==> src/rtl/teknofest_ram_arb_pkg.sv <==
// Shared types and constants for the two-master RAM arbiter.
package teknofest_ram_arb_pkg;

  typedef enum logic {
    IDLE    = 1'b0,
    RD_WAIT = 1'b1
  } arb_state_e;

  localparam logic PORT_IFETCH = 1'b0;
  localparam logic PORT_DATA   = 1'b1;

endpackage

==> src/rtl/rr_arbiter2.sv <==
// Two-way round-robin picker: a lone requester always wins, a tie goes to ptr.
module rr_arbiter2
  import teknofest_ram_arb_pkg::*;
(
  input  logic [1:0] req,
  input  logic       ptr,
  output logic [1:0] gnt
);

  always_comb begin
    gnt = req;
    if (&req) gnt = (ptr == PORT_DATA) ? 2'b10 : 2'b01;
  end

endmodule

==> src/rtl/teknofest_ram_arbiter.sv <==
// Arbitrates instruction-fetch and data masters onto one synchronous RAM.
// Writes complete in the grant cycle; reads return one cycle later.
module teknofest_ram_arbiter
  import teknofest_ram_arb_pkg::*;
#(
  parameter int ADDR_W    = 17,
  parameter int NB_COL    = 4,
  parameter int COL_WIDTH = 8,
  parameter int DATA_W    = NB_COL * COL_WIDTH
) (
  input  logic              clk_i,
  input  logic              rst_i,
  input  logic              prog_busy_i,

  input  logic              m0_req_i,
  input  logic              m0_we_i,
  input  logic [ADDR_W-1:0] m0_addr_i,
  input  logic [DATA_W-1:0] m0_wdata_i,
  input  logic [NB_COL-1:0] m0_wstrb_i,
  output logic              m0_gnt_o,
  output logic              m0_rvalid_o,
  output logic [DATA_W-1:0] m0_rdata_o,

  input  logic              m1_req_i,
  input  logic              m1_we_i,
  input  logic [ADDR_W-1:0] m1_addr_i,
  input  logic [DATA_W-1:0] m1_wdata_i,
  input  logic [NB_COL-1:0] m1_wstrb_i,
  output logic              m1_gnt_o,
  output logic              m1_rvalid_o,
  output logic [DATA_W-1:0] m1_rdata_o,

  output logic              ram_rd_en_o,
  output logic [ADDR_W-1:0] ram_rd_addr_o,
  output logic [ADDR_W-1:0] ram_wr_addr_o,
  output logic [DATA_W-1:0] ram_wr_data_o,
  output logic [NB_COL-1:0] ram_wr_strb_o,
  input  logic [DATA_W-1:0] ram_rd_data_i
);

  arb_state_e state_q, state_d;
  logic       ptr_q, ptr_d;
  logic       owner_q, owner_d;

  logic [1:0] arb_req, gnt;
  logic       win;

  // Reset is gated in here so the combinational grant stays low while rst_i is high.
  assign arb_req = (state_q == IDLE && !prog_busy_i && !rst_i) ? {m1_req_i, m0_req_i} : 2'b00;

  rr_arbiter2 u_rr (
    .req (arb_req),
    .ptr (ptr_q),
    .gnt (gnt)
  );

  assign win      = gnt[1];
  assign m0_gnt_o = gnt[0];
  assign m1_gnt_o = gnt[1];

  // NOTE: every output and next-state signal gets a default first so no path leaves one unassigned (no latch).
  always_comb begin
    state_d       = state_q;
    ptr_d         = ptr_q;
    owner_d       = owner_q;
    ram_rd_en_o   = 1'b0;
    ram_wr_strb_o = '0;
    ram_rd_addr_o = m0_addr_i;
    ram_wr_addr_o = m0_addr_i;
    ram_wr_data_o = m0_wdata_i;
    m0_rvalid_o   = 1'b0;
    m1_rvalid_o   = 1'b0;
    m0_rdata_o    = '0;
    m1_rdata_o    = '0;

    case (state_q)
      IDLE: begin
        if (|gnt) begin
          ptr_d         = ~win;
          ram_rd_addr_o = win ? m1_addr_i  : m0_addr_i;
          ram_wr_addr_o = win ? m1_addr_i  : m0_addr_i;
          ram_wr_data_o = win ? m1_wdata_i : m0_wdata_i;
          if (win ? m1_we_i : m0_we_i) begin
            ram_wr_strb_o = win ? m1_wstrb_i : m0_wstrb_i;
          end else begin
            ram_rd_en_o = 1'b1;
            owner_d     = win;
            state_d     = RD_WAIT;
          end
        end
      end
      RD_WAIT: begin
        // RAM data for the read issued last cycle; prog_busy_i cannot cancel it.
        state_d = IDLE;
        if (owner_q == PORT_DATA) begin
          m1_rvalid_o = 1'b1;
          m1_rdata_o  = ram_rd_data_i;
        end else begin
          m0_rvalid_o = 1'b1;
          m0_rdata_o  = ram_rd_data_i;
        end
      end
      default: state_d = IDLE;
    endcase
  end

  // NOTE: state registers use non-blocking assignment so all flops update together on the edge.
  always_ff @(posedge clk_i or posedge rst_i) begin
    if (rst_i) begin
      state_q <= IDLE;
      ptr_q   <= PORT_IFETCH;
      owner_q <= PORT_IFETCH;
    end else begin
      state_q <= state_d;
      ptr_q   <= ptr_d;
      owner_q <= owner_d;
    end
  end

endmodule
==> config.mk <==
export PLATFORM = sky130hd
export DESIGN_NAME = teknofest_ram_arbiter
export DESIGN_NICKNAME = d
export VERILOG_FILES = /design/src/rtl/teknofest_ram_arb_pkg.sv /design/src/rtl/rr_arbiter2.sv /design/src/rtl/teknofest_ram_arbiter.sv
export SDC_FILE = /design/constraint.sdc
export NUM_CORES = 1
export LEC_CHECK = 0
export ABC_CLOCK_PERIOD_IN_PS = 2300
export BUFFER_PORTS_ARGS = -buffer_cell sky130_fd_sc_hd__buf_2
export CAP_MARGIN = 0
export CORE_AREA = 4 4 108 110
export DETAILED_ROUTE_END_ITERATION = 8
export DIE_AREA = 0 0 112 114
export MAX_ROUTING_LAYER = met4
export PLACE_DENSITY = 0.59
export SLEW_MARGIN = 30
export SYNTH_ARGS = -nofsm -noshare
export SYNTH_HDL_FRONTEND = slang
export SYNTH_SLANG_ARGS = --single-unit
==> constraint.sdc <==
create_clock -name clk_i -period 2.3 [get_ports clk_i]
set_input_delay 0.69 -clock clk_i [delete_from_list [all_inputs] [get_ports clk_i]]
set_output_delay 0.69 -clock clk_i [all_outputs]
set_load 0.01 [all_outputs]
# Word level (Yosys, flattened, before mapping)

Index checks and enable logic that the tools add are counted.

Register bits after elaboration: 3
Input bits: 145
Output and inout port bits: 139
Logic and storage cells: 40

Mux-type cells: 26
Bitwise gates (word level): 3
Reduce and logical (&&, ||, !) cells: 8

Operators with widths:

| kind                | count |
|---|---|
| $mux W32            | 7 |
| $mux W17            | 3 |
| $mux W4             | 4 |
| $mux W1             | 8 |
| $mux W2             | 3 |
| $reduce_and A2 Y1   | 2 |
| $not A1 Y1          | 3 |
| $reduce_and A3 Y1   | 1 |
| $logic_and A1 B1 Y1 | 2 |
| $logic_not A1 Y1    | 2 |
| $pmux W1 S2         | 1 |
| $reduce_or A2 Y1    | 1 |

# Logic depth before layout (Yosys ltp)

Gate-level depths: netlist of run 1.

Depth in word-level cells: 10
Depth in mapped cells: 5
Depth with buffers taken out: 3

# Cells and area by module

From an unflattened synthesis of run 1, not the netlist that was laid out.

Cells, all modules: 179
Area, all modules: 1641.6 um^2

By module, submodules not included:

| module                | times used | cells each | area each (um^2) | seq. area each (um^2) |
|---|---|---|---|---|
| teknofest_ram_arbiter | 1          | 176        | 1622.8           | 75.1 |
| rr_arbiter2           | 1          | 3          | 18.8             | 0.0 |

# Least setup slack after synthesis of run 1

OpenSTA, ideal clock, no wires.

Path kind: input to output
From: input port prog_busy_i
To: output port ram_wr_addr_o[10]
Data arrival time: 1.665 ns
Data required time: 1.610 ns
Setup slack: -0.055 ns
Stages on the path: 5
Path buffers: 2
Cell sequence: nor3_4 > nand3_2 > buf_2 > mux2_2 > buf_4

Longest elaborated chain between the ends: 9
Elaborated cells on any way between the ends: 10
Classes of those cells: 5 x mux; 5 x reduce/logical

RTL lines:

| element                                             | line                        | source |
|---|---|---|
| start: declaration                                  | teknofest_ram_arbiter.sv:13 | `input logic prog_busy_i,` |
| $logic_not A1 Y1 *                                  | teknofest_ram_arbiter.sv:49 | `assign arb_req = (state_q == IDLE && !prog_busy_i && !rst_i) ? {m1_req_i, m0_req_i} : 2'b00;` |
| $logic_and A1 B1 Y1 * (2 in series)                 | teknofest_ram_arbiter.sv:49 |  |
| $mux W2 *                                           | teknofest_ram_arbiter.sv:49 |  |
| $reduce_and A2 Y1                                   | rr_arbiter2.sv:12           | `if (&req) gnt = (ptr == PORT_DATA) ? 2'b10 : 2'b01;` |
| $mux W2 *                                           | rr_arbiter2.sv:12           |  |
| $mux W17 / $reduce_or A2 Y1 (equally long branches) | --                          |  |
| $mux W17 * (2 in series)                            | --                          |  |
| end: declaration                                    | teknofest_ram_arbiter.sv:35 | `output logic [ADDR_W-1:0] ram_wr_addr_o,` |

Mark *: on every way between the ends. The rest lies on a longest branch, timed or not.

# Worst setup path in the final report of run 1

From: input port rst_i
To: output port ram_wr_data_o[10]

Longest elaborated chain between the ends: 8
Elaborated cells on any way between the ends: 9
Classes of those cells: 5 x mux; 4 x reduce/logical

RTL lines:

| element                                             | line                                                     | source |
|---|---|---|
| start: declaration                                  | teknofest_ram_arbiter.sv:12                              | `input logic rst_i,` |
| $logic_not A1 Y1 (no line) *                        | --                                                       |  |
| $logic_and A1 B1 Y1 *                               | teknofest_ram_arbiter.sv:49                              |  |
| $mux W2 *                                           | teknofest_ram_arbiter.sv:49                              |  |
| $reduce_and A2 Y1                                   | rr_arbiter2.sv:12                                        |  |
| $mux W2 *                                           | rr_arbiter2.sv:12                                        |  |
| $mux W32 / $reduce_or A2 Y1 (equally long branches) | teknofest_ram_arbiter.sv:82, teknofest_ram_arbiter.sv:78 |  |
| $mux W32 *                                          | teknofest_ram_arbiter.sv:78                              | `if (\|gnt) begin` |
| $mux W32 *                                          | teknofest_ram_arbiter.sv:76                              | `case (state_q)` |
| end: declaration                                    | teknofest_ram_arbiter.sv:36                              | `output logic [DATA_W-1:0] ram_wr_data_o,` |

Marks and branches as above.

==> results.ini, run 1 <==
[detailed_routing]
detail_route.wl_per_cell_um = 12.77
dr_total_vias = 2248
drc = 0
drt-vias-per-instance = 3.903
routed_wirelength_um = 7356
drt-pass1-iter-count = 4
final_ant_viol_nets = 0
detailedRoute.firstIterationViolations = 45

[timing]
post-route-period-util_pct = 111.0
fin_skew_ns = 0.001286
grt_setup_unrepaired = true
setup_slack_ns = -0.2535
worst_pin_slew_ns = 0.3612
period_needed_ns = 2.554
maxSlewViolCount = 0
worst_slew_margin_rel_pct = 75.92
number_of_hold_slack_violations_in_the_final_timing_report = 0
max_freq_mhz = 391.6
setup_failing_eps_final = 79

[synthesis]
synth_simple_gate_area_share_pct = 32.80
synthAdderAreaFrac_pct = 0
postSynthAreaPerCell_um2 = 8.507
synth.top_cells.by_area = sky130_fd_sc_hd__mux2_4 (22%), sky130_fd_sc_hd__mux2_2 (21%), sky130_fd_sc_hd__and2_1 (14%)
postSynthRegisterBits = 3
post-synth-top-area-cell = sky130_fd_sc_hd__mux2_4
synth_compound_area_share_pct = 3.128
post_synth_mux_area_share_pct = 42.86
yosys.area.top_type_share_pct = 22.32
ys.warnings.count = 0
post_synth_xor_area_fraction_pct = 0
syn_nets = 319
synthDistinctLibCells = 21
portion_of_the_post_synthesis_area_used_by_sequential_elements_pct = 5.072
combinational_family_with_the_most_area_after_synthesis = multiplexers
synth_area_um2 = 1480
syn_inst = 174

[global_route]
grt_max_degree = 58
global_route.usage.total_pct = 9.699
grt_pass1_wl_um = 10250
initial_antenna_violation_count = 0
via_count_of_the_first_global_routing_pass = 2223
grt.overflow.total = 0

[cts]
cts_made_buffers = 3
cts-root-to-sink-buffers = 2
cts_clock_pin_slew_for_the_worst_setup_and_hold_paths_ns = 0.03
tritoncts_num_sinks = 3
cts-htree-levels = 1
post_cts_hold_buffer_count = 0
clock_insertion_delay_worst_skew_ns = 0.22
cts-root-buf = sky130_fd_sc_hd__clkbuf_8
tritoncts = done

[status]
result_of_the_run = finished with violations
violations = setup timing

[worst_setup_path]
reg2reg_setup_slack_ns = 1.05
worst_setup_path_startpoint = rst_i
worst_r2r_path_depth = 4
crit_path_end = ram_wr_data_o[10]
cp_cell_sequence = buf_8 -> nor3_4 -> nand3_2 -> buf_12 -> mux2_4 -> buf_2
worstPathArrival_ns = 1.86
timing.rr.start = state_q
worstSetupPathType = in2out
cp.depth = 6
reg2reg_to = ptr_q
timing.critical_path.to_type = output port
cpPeakStageDelay_ns = 0.33
slowest_stage = sky130_fd_sc_hd__mux2_4
cp_top_family = buffers and inverters
crit_path_max_fanout = 57
worstPathBufferInverterCount = 3
timing.critical_path.required_ns = 1.61
setup.worst_path.start_class = primary input

[cells_and_area]
finish.utilization_pct = 29.68
final_cell_mix = sky130_fd_sc_hd__buf_2 (254), sky130_fd_sc_hd__and3_1 (33), sky130_fd_sc_hd__and2_1 (33)
layout-drive-gt1-share_pct = 79.13
syn_to_final_growth_pct = 114.5
final_common_cell = sky130_fd_sc_hd__buf_2
final_cell_count_no_fill = 576
nets = 582
post-route-cell-area_um2 = 3176
antenna_cells = 0

[placed_design]
place.detailed.instances = 571
preCtsSetupSlack_ns = -0.2733
hpwl_dp_um = 6435
gp_weighted_congestion = 0.7999
post_placement_cell_area_um2 = 2932
io_buffer_count = 283

[power]
max-vdd-ir-drop_v = 0.0001214
report.power.total_uw = 815.3
p_leak_uw = 0.002109
power.density_cell_area_nw_per_um2 = 256.7

[floorplanning]
horiz_die_dim_um = 112
core_area_um2 = 10700
floorplan.rows = 38
pin_count = 284
die-height_um = 114
die_area_um2 = 12770
initial_utilization_pct = 13.84

[run]
maxCapViolCount = 0

[min_path]
hold_path.class = in2async

-- cell usage after synthesis (all sizes together) --
cell type / count
a21o: 1
and2: 33
and3: 33
buf: 23
clkbuf: 9
dfrtp: 3
inv: 6
mux2: 49
nand2: 5
nand2b: 1
nand3: 1
nand4: 1
nand4b: 1
nor2b: 1
nor3: 1
o21ai: 1
o22ai: 4
o2bb2ai: 1
-- cell type report --
type	count	area (um^2)
well taps	140	175.2
inverters	6	22.52
repair buffers	290	1667
flip-flops and latches	3	75.07
fillers	1154	7522
clock buffers	4	45.04
multi-input cells	133	1191
-- worst min-delay path by stage --
stage               start  endpoint  slack [ns]  cells past startpoint
finish              rst_i     ptr_q        0.34                      2
global route        rst_i   state_q        0.34                      2
CTS                 rst_i   state_q        0.34                      2
detailed placement  ptr_q     ptr_q        0.50                      1
global placement    ptr_q     ptr_q        0.50                      1
floorplan           rst_i   owner_q        0.44                      1
-- state kept, by name, indices dropped and copies added, names as in the netlist --
signal   flops
ptr_q        1
state_q      1
owner_q      1
-- power by group --
group          internal [uW]  leakage (uW)  switching, uW  total [uW]
clock network            118     0.0000228           35.0         153
registers               63.0     0.0000374           6.55        69.5
logic                    331       0.00205            262         593
total                    512       0.00211            303         815
-- routing by layer --
metal / wire length (um) / part of all wire, % / vias up / global-route usage [%]
li1: - / - / 1110 / -
met1: 2523 / 34 / 982 / 9.843
met2: 3999 / 54 / 152 / 19.34
met3: 781 / 11 / 4 / 1.592
met4: 51 / 0.69 / 0 / 2.244
met5: 0 / 0 / - / -
-- timing repair --
| action | CTS | global route |
|---|---|---|
| cloned | 0 | 0 |
| endpoints found under the setup margin | 76 | 106 |
| pin swaps | 2 | 1 |
| gates resized for setup | 25 | 6 |
| setup buffers | 1 | 0 |
-- stage by stage --
step           TNS, ns  hold WS (ns)
2_1_floorplan   -1.389        0.4436
3_3_place_gp    -16.48        0.4995
3_5_place_dp    -16.72        0.5015
4_1_cts         -15.09        0.3358
5_1_grt         -23.06        0.3446
6_report        -14.95        0.3398
-- cells by family (layout without fill, tap and decap cells) --
family                 Yosys count  after routing
AO/OA/AOI/OAI                    7              7
AND/OR/NAND/NOR                 77             77
flip-flops                       3              3
buffers and inverters           38            300
multiplexers                    49             49
Note: power is estimated with default switching activity, not from simulation.
==> run 2: changes to the inputs <==
--- a/config.mk
+++ b/config.mk
@@ -13,6 +13,7 @@
 export DIE_AREA = 0 0 112 114
 export MAX_ROUTING_LAYER = met4
 export PLACE_DENSITY = 0.59
+export REMOVE_ABC_BUFFERS = 1
 export SLEW_MARGIN = 30
 export SYNTH_ARGS = -nofsm -noshare
 export SYNTH_HDL_FRONTEND = slang
==> results.ini, run 2 (synthesis results as in run 1) <==
[worst_setup_path]
reg2reg_setup_slack_ns = 1.03  ; -0.02 ns
timing.rr.start = state_q
crit_path_end = ram_wr_addr_o[9]
timing.critical_path.required_ns = 1.61  ; about the same
worst_setup_path_startpoint = prog_busy_i
crit_path_max_fanout = 40  ; -30%
worstSetupPathType = in2out
worstPathArrival_ns = 1.83  ; -0.03 ns
reg2reg_to = ptr_q
timing.critical_path.to_type = output port
worst_r2r_path_depth = 4  ; unchanged
setup.worst_path.start_class = primary input

[cells_and_area]
finish.utilization_pct = 29.10  ; -0.58 points
registers_with_the_most_flip_flops = owner_q: 1 flops, ptr_q: 1 flops, state_q: 1 flops
layout-drive-gt1-share_pct = 79.36  ; +0.23 points
final_common_cell = sky130_fd_sc_hd__buf_2
final_cell_mix = sky130_fd_sc_hd__buf_2 (261), sky130_fd_sc_hd__and3_1 (33), sky130_fd_sc_hd__and2_1 (33)
antenna_cells = 0  ; unchanged
layout.filler_cells = 1174  ; +1.7%
syn_to_final_growth_pct = 110.3
nets = 582  ; unchanged

[detailed_routing]
detail_route.wl_per_cell_um = 15.32  ; +20%
dr_total_vias = 2303  ; +2.4%
final_ant_viol_nets = 0  ; unchanged
drt-vias-per-instance = 3.998  ; +2.4%
drc = 0  ; unchanged
routed_wirelength_um = 8826  ; +20%
detailedRoute.firstIterationViolations = 66  ; +47%
drt-pass1-iter-count = 4  ; unchanged

[timing]
grt_setup_unrepaired = true
worst_slew_margin_rel_pct = 82.11  ; +6.2 points
fin_skew_ns = 0.001540  ; +0.0002539 ns
setup-tns-final_ns = -12.37  ; +2.574 ns
setup_failing_eps_final = 103  ; +30%
period_needed_ns = 2.516  ; -0.03772 ns
max_freq_mhz = 397.5  ; +1.5%
setup_slack_ns = -0.2158  ; +0.03772 ns
maxSlewViolCount = 0  ; unchanged
worst_pin_slew_ns = 0.2683  ; -0.09292 ns
number_of_hold_slack_violations_in_the_final_timing_report = 0  ; unchanged
post-route-period-util_pct = 109.4  ; -1.6 points

[run]
maxCapViolCount = 0  ; unchanged

[cts]
cts-htree-levels = 1  ; unchanged
cts-root-to-sink-buffers = 2  ; unchanged
cts_clock_pin_slew_for_the_worst_setup_and_hold_paths_ns = 0.03  ; about the same
post_cts_hold_buffer_count = 0  ; unchanged
clock_insertion_delay_worst_skew_ns = 0.22  ; about the same
cts_made_buffers = 3  ; unchanged
tritoncts_num_sinks = 3  ; unchanged
cts-root-buf = sky130_fd_sc_hd__clkbuf_8
tritoncts = done

[floorplanning]
floorplan.rows = 38  ; unchanged
pin_count = 284  ; unchanged
die-height_um = 114  ; unchanged
core_area_um2 = 10700  ; unchanged
horiz_die_dim_um = 112  ; unchanged
initial_utilization_pct = 13.84  ; unchanged
die_area_um2 = 12770  ; unchanged

[power]
clockPowerShare_pct = 18.6  ; -0.2 points
internal-power_uw = 498.1  ; -2.7%
power_frac_comb_pct = 72.8  ; about the same
max-vdd-ir-drop_v = 0.0002098  ; +73%
power.density_cell_area_nw_per_um2 = 264.2  ; +2.9%
switch_pwr_uw = 324.3  ; +7.0%
report.power.total_uw = 822.5  ; +0.88%
p_leak_uw = 0.002067  ; -2.0%
swShare_pct = 39.43  ; +2.2 points
share_seq_of_total_power_pct = 8.6  ; about the same

[status]
violations = setup timing
result_of_the_run = finished with violations

[global_route]
grt_pass1_wl_um = 12390  ; +21%
global_route.usage.total_pct = 12.29  ; +2.6 points
via_count_of_the_first_global_routing_pass = 2288  ; +2.9%
grt.overflow.total = 0  ; unchanged
initial_antenna_violation_count = 0  ; unchanged
grt_max_degree = 41  ; -29%

[min_path]
hold_path.class = in2async

[placed_design]
hpwl_dp_um = 7893  ; +23%
io_buffer_count = 283  ; unchanged
preCtsSetupSlack_ns = -0.2352  ; +0.03814 ns
gp_weighted_congestion = 0.8716  ; +9.0%

[run 2: worst min-delay path by stage]
stage               cells after the start  start      end  slack (ns)
finish                                  2  rst_i    ptr_q        0.37
floorplan                               1  rst_i  owner_q        0.44
detailed placement                      1  ptr_q    ptr_q        0.52
global placement                        1  ptr_q    ptr_q        0.51
global route                            2  rst_i  state_q        0.39
CTS                                     2  rst_i    ptr_q        0.38
[run 2: layer usage]
layer  global-route usage, %  up-vias  wire length (um)
met5                       -        -                 0
met4                   1.202        0                14
met3                   2.546        2               865
met2                   24.14      151              4915
met1                   13.12     1039              3030
li1                        -     1111                 -
[run 2: critical path, cell delays in order]
cell	delay, ns
sky130_fd_sc_hd__buf_6	0.10
sky130_fd_sc_hd__nor3_4	0.19
sky130_fd_sc_hd__nand3_2	0.13
sky130_fd_sc_hd__buf_12	0.20
sky130_fd_sc_hd__mux2_2	0.34
sky130_fd_sc_hd__buf_2	0.15
[run 2: timing repair]
item                       CTS  global route
resized for setup           24             1
buffers inserted             0             0
setup endpoints to repair  103           104
pin swaps                    2             1
gates cloned                 0             0
[run 2: cell type report]
cell class / instances / area [um^2] / share of cell area [%]
Clock buffer: 4 / 45.04 / 1.447
Inverter: 6 / 22.52 / 0.7235
Multi-Input combinational cell: 133 / 1176 / 37.78
Sequential cell: 3 / 75.07 / 2.412
Tap cell: 140 / 175.2 / 5.627
Timing Repair Buffer: 290 / 1619 / 52.01
[run 2: through the flow]
step | hold WS (ns) | instances | instance area, um^2
after floorplan | 0.4436 | 142 | 1264
after global placement | 0.5076 | 572 | 2920
after detailed placement | 0.5210 | 572 | 2920
after CTS | 0.3756 | 576 | 3107
after global routing | 0.3897 | 576 | 3113
final | 0.3736 | 576 | 3113
[run 2: power groups by stage]
stage	registers (uW)	clock network, uW	logic [uW]
2_1_floorplan	87.8	0	237
3_3_place_gp	70.3	0	554
3_5_place_dp	71.0	0	563
4_1_cts	70.4	158	604
5_1_grt	71.2	161	645
6_report	70.5	153	599
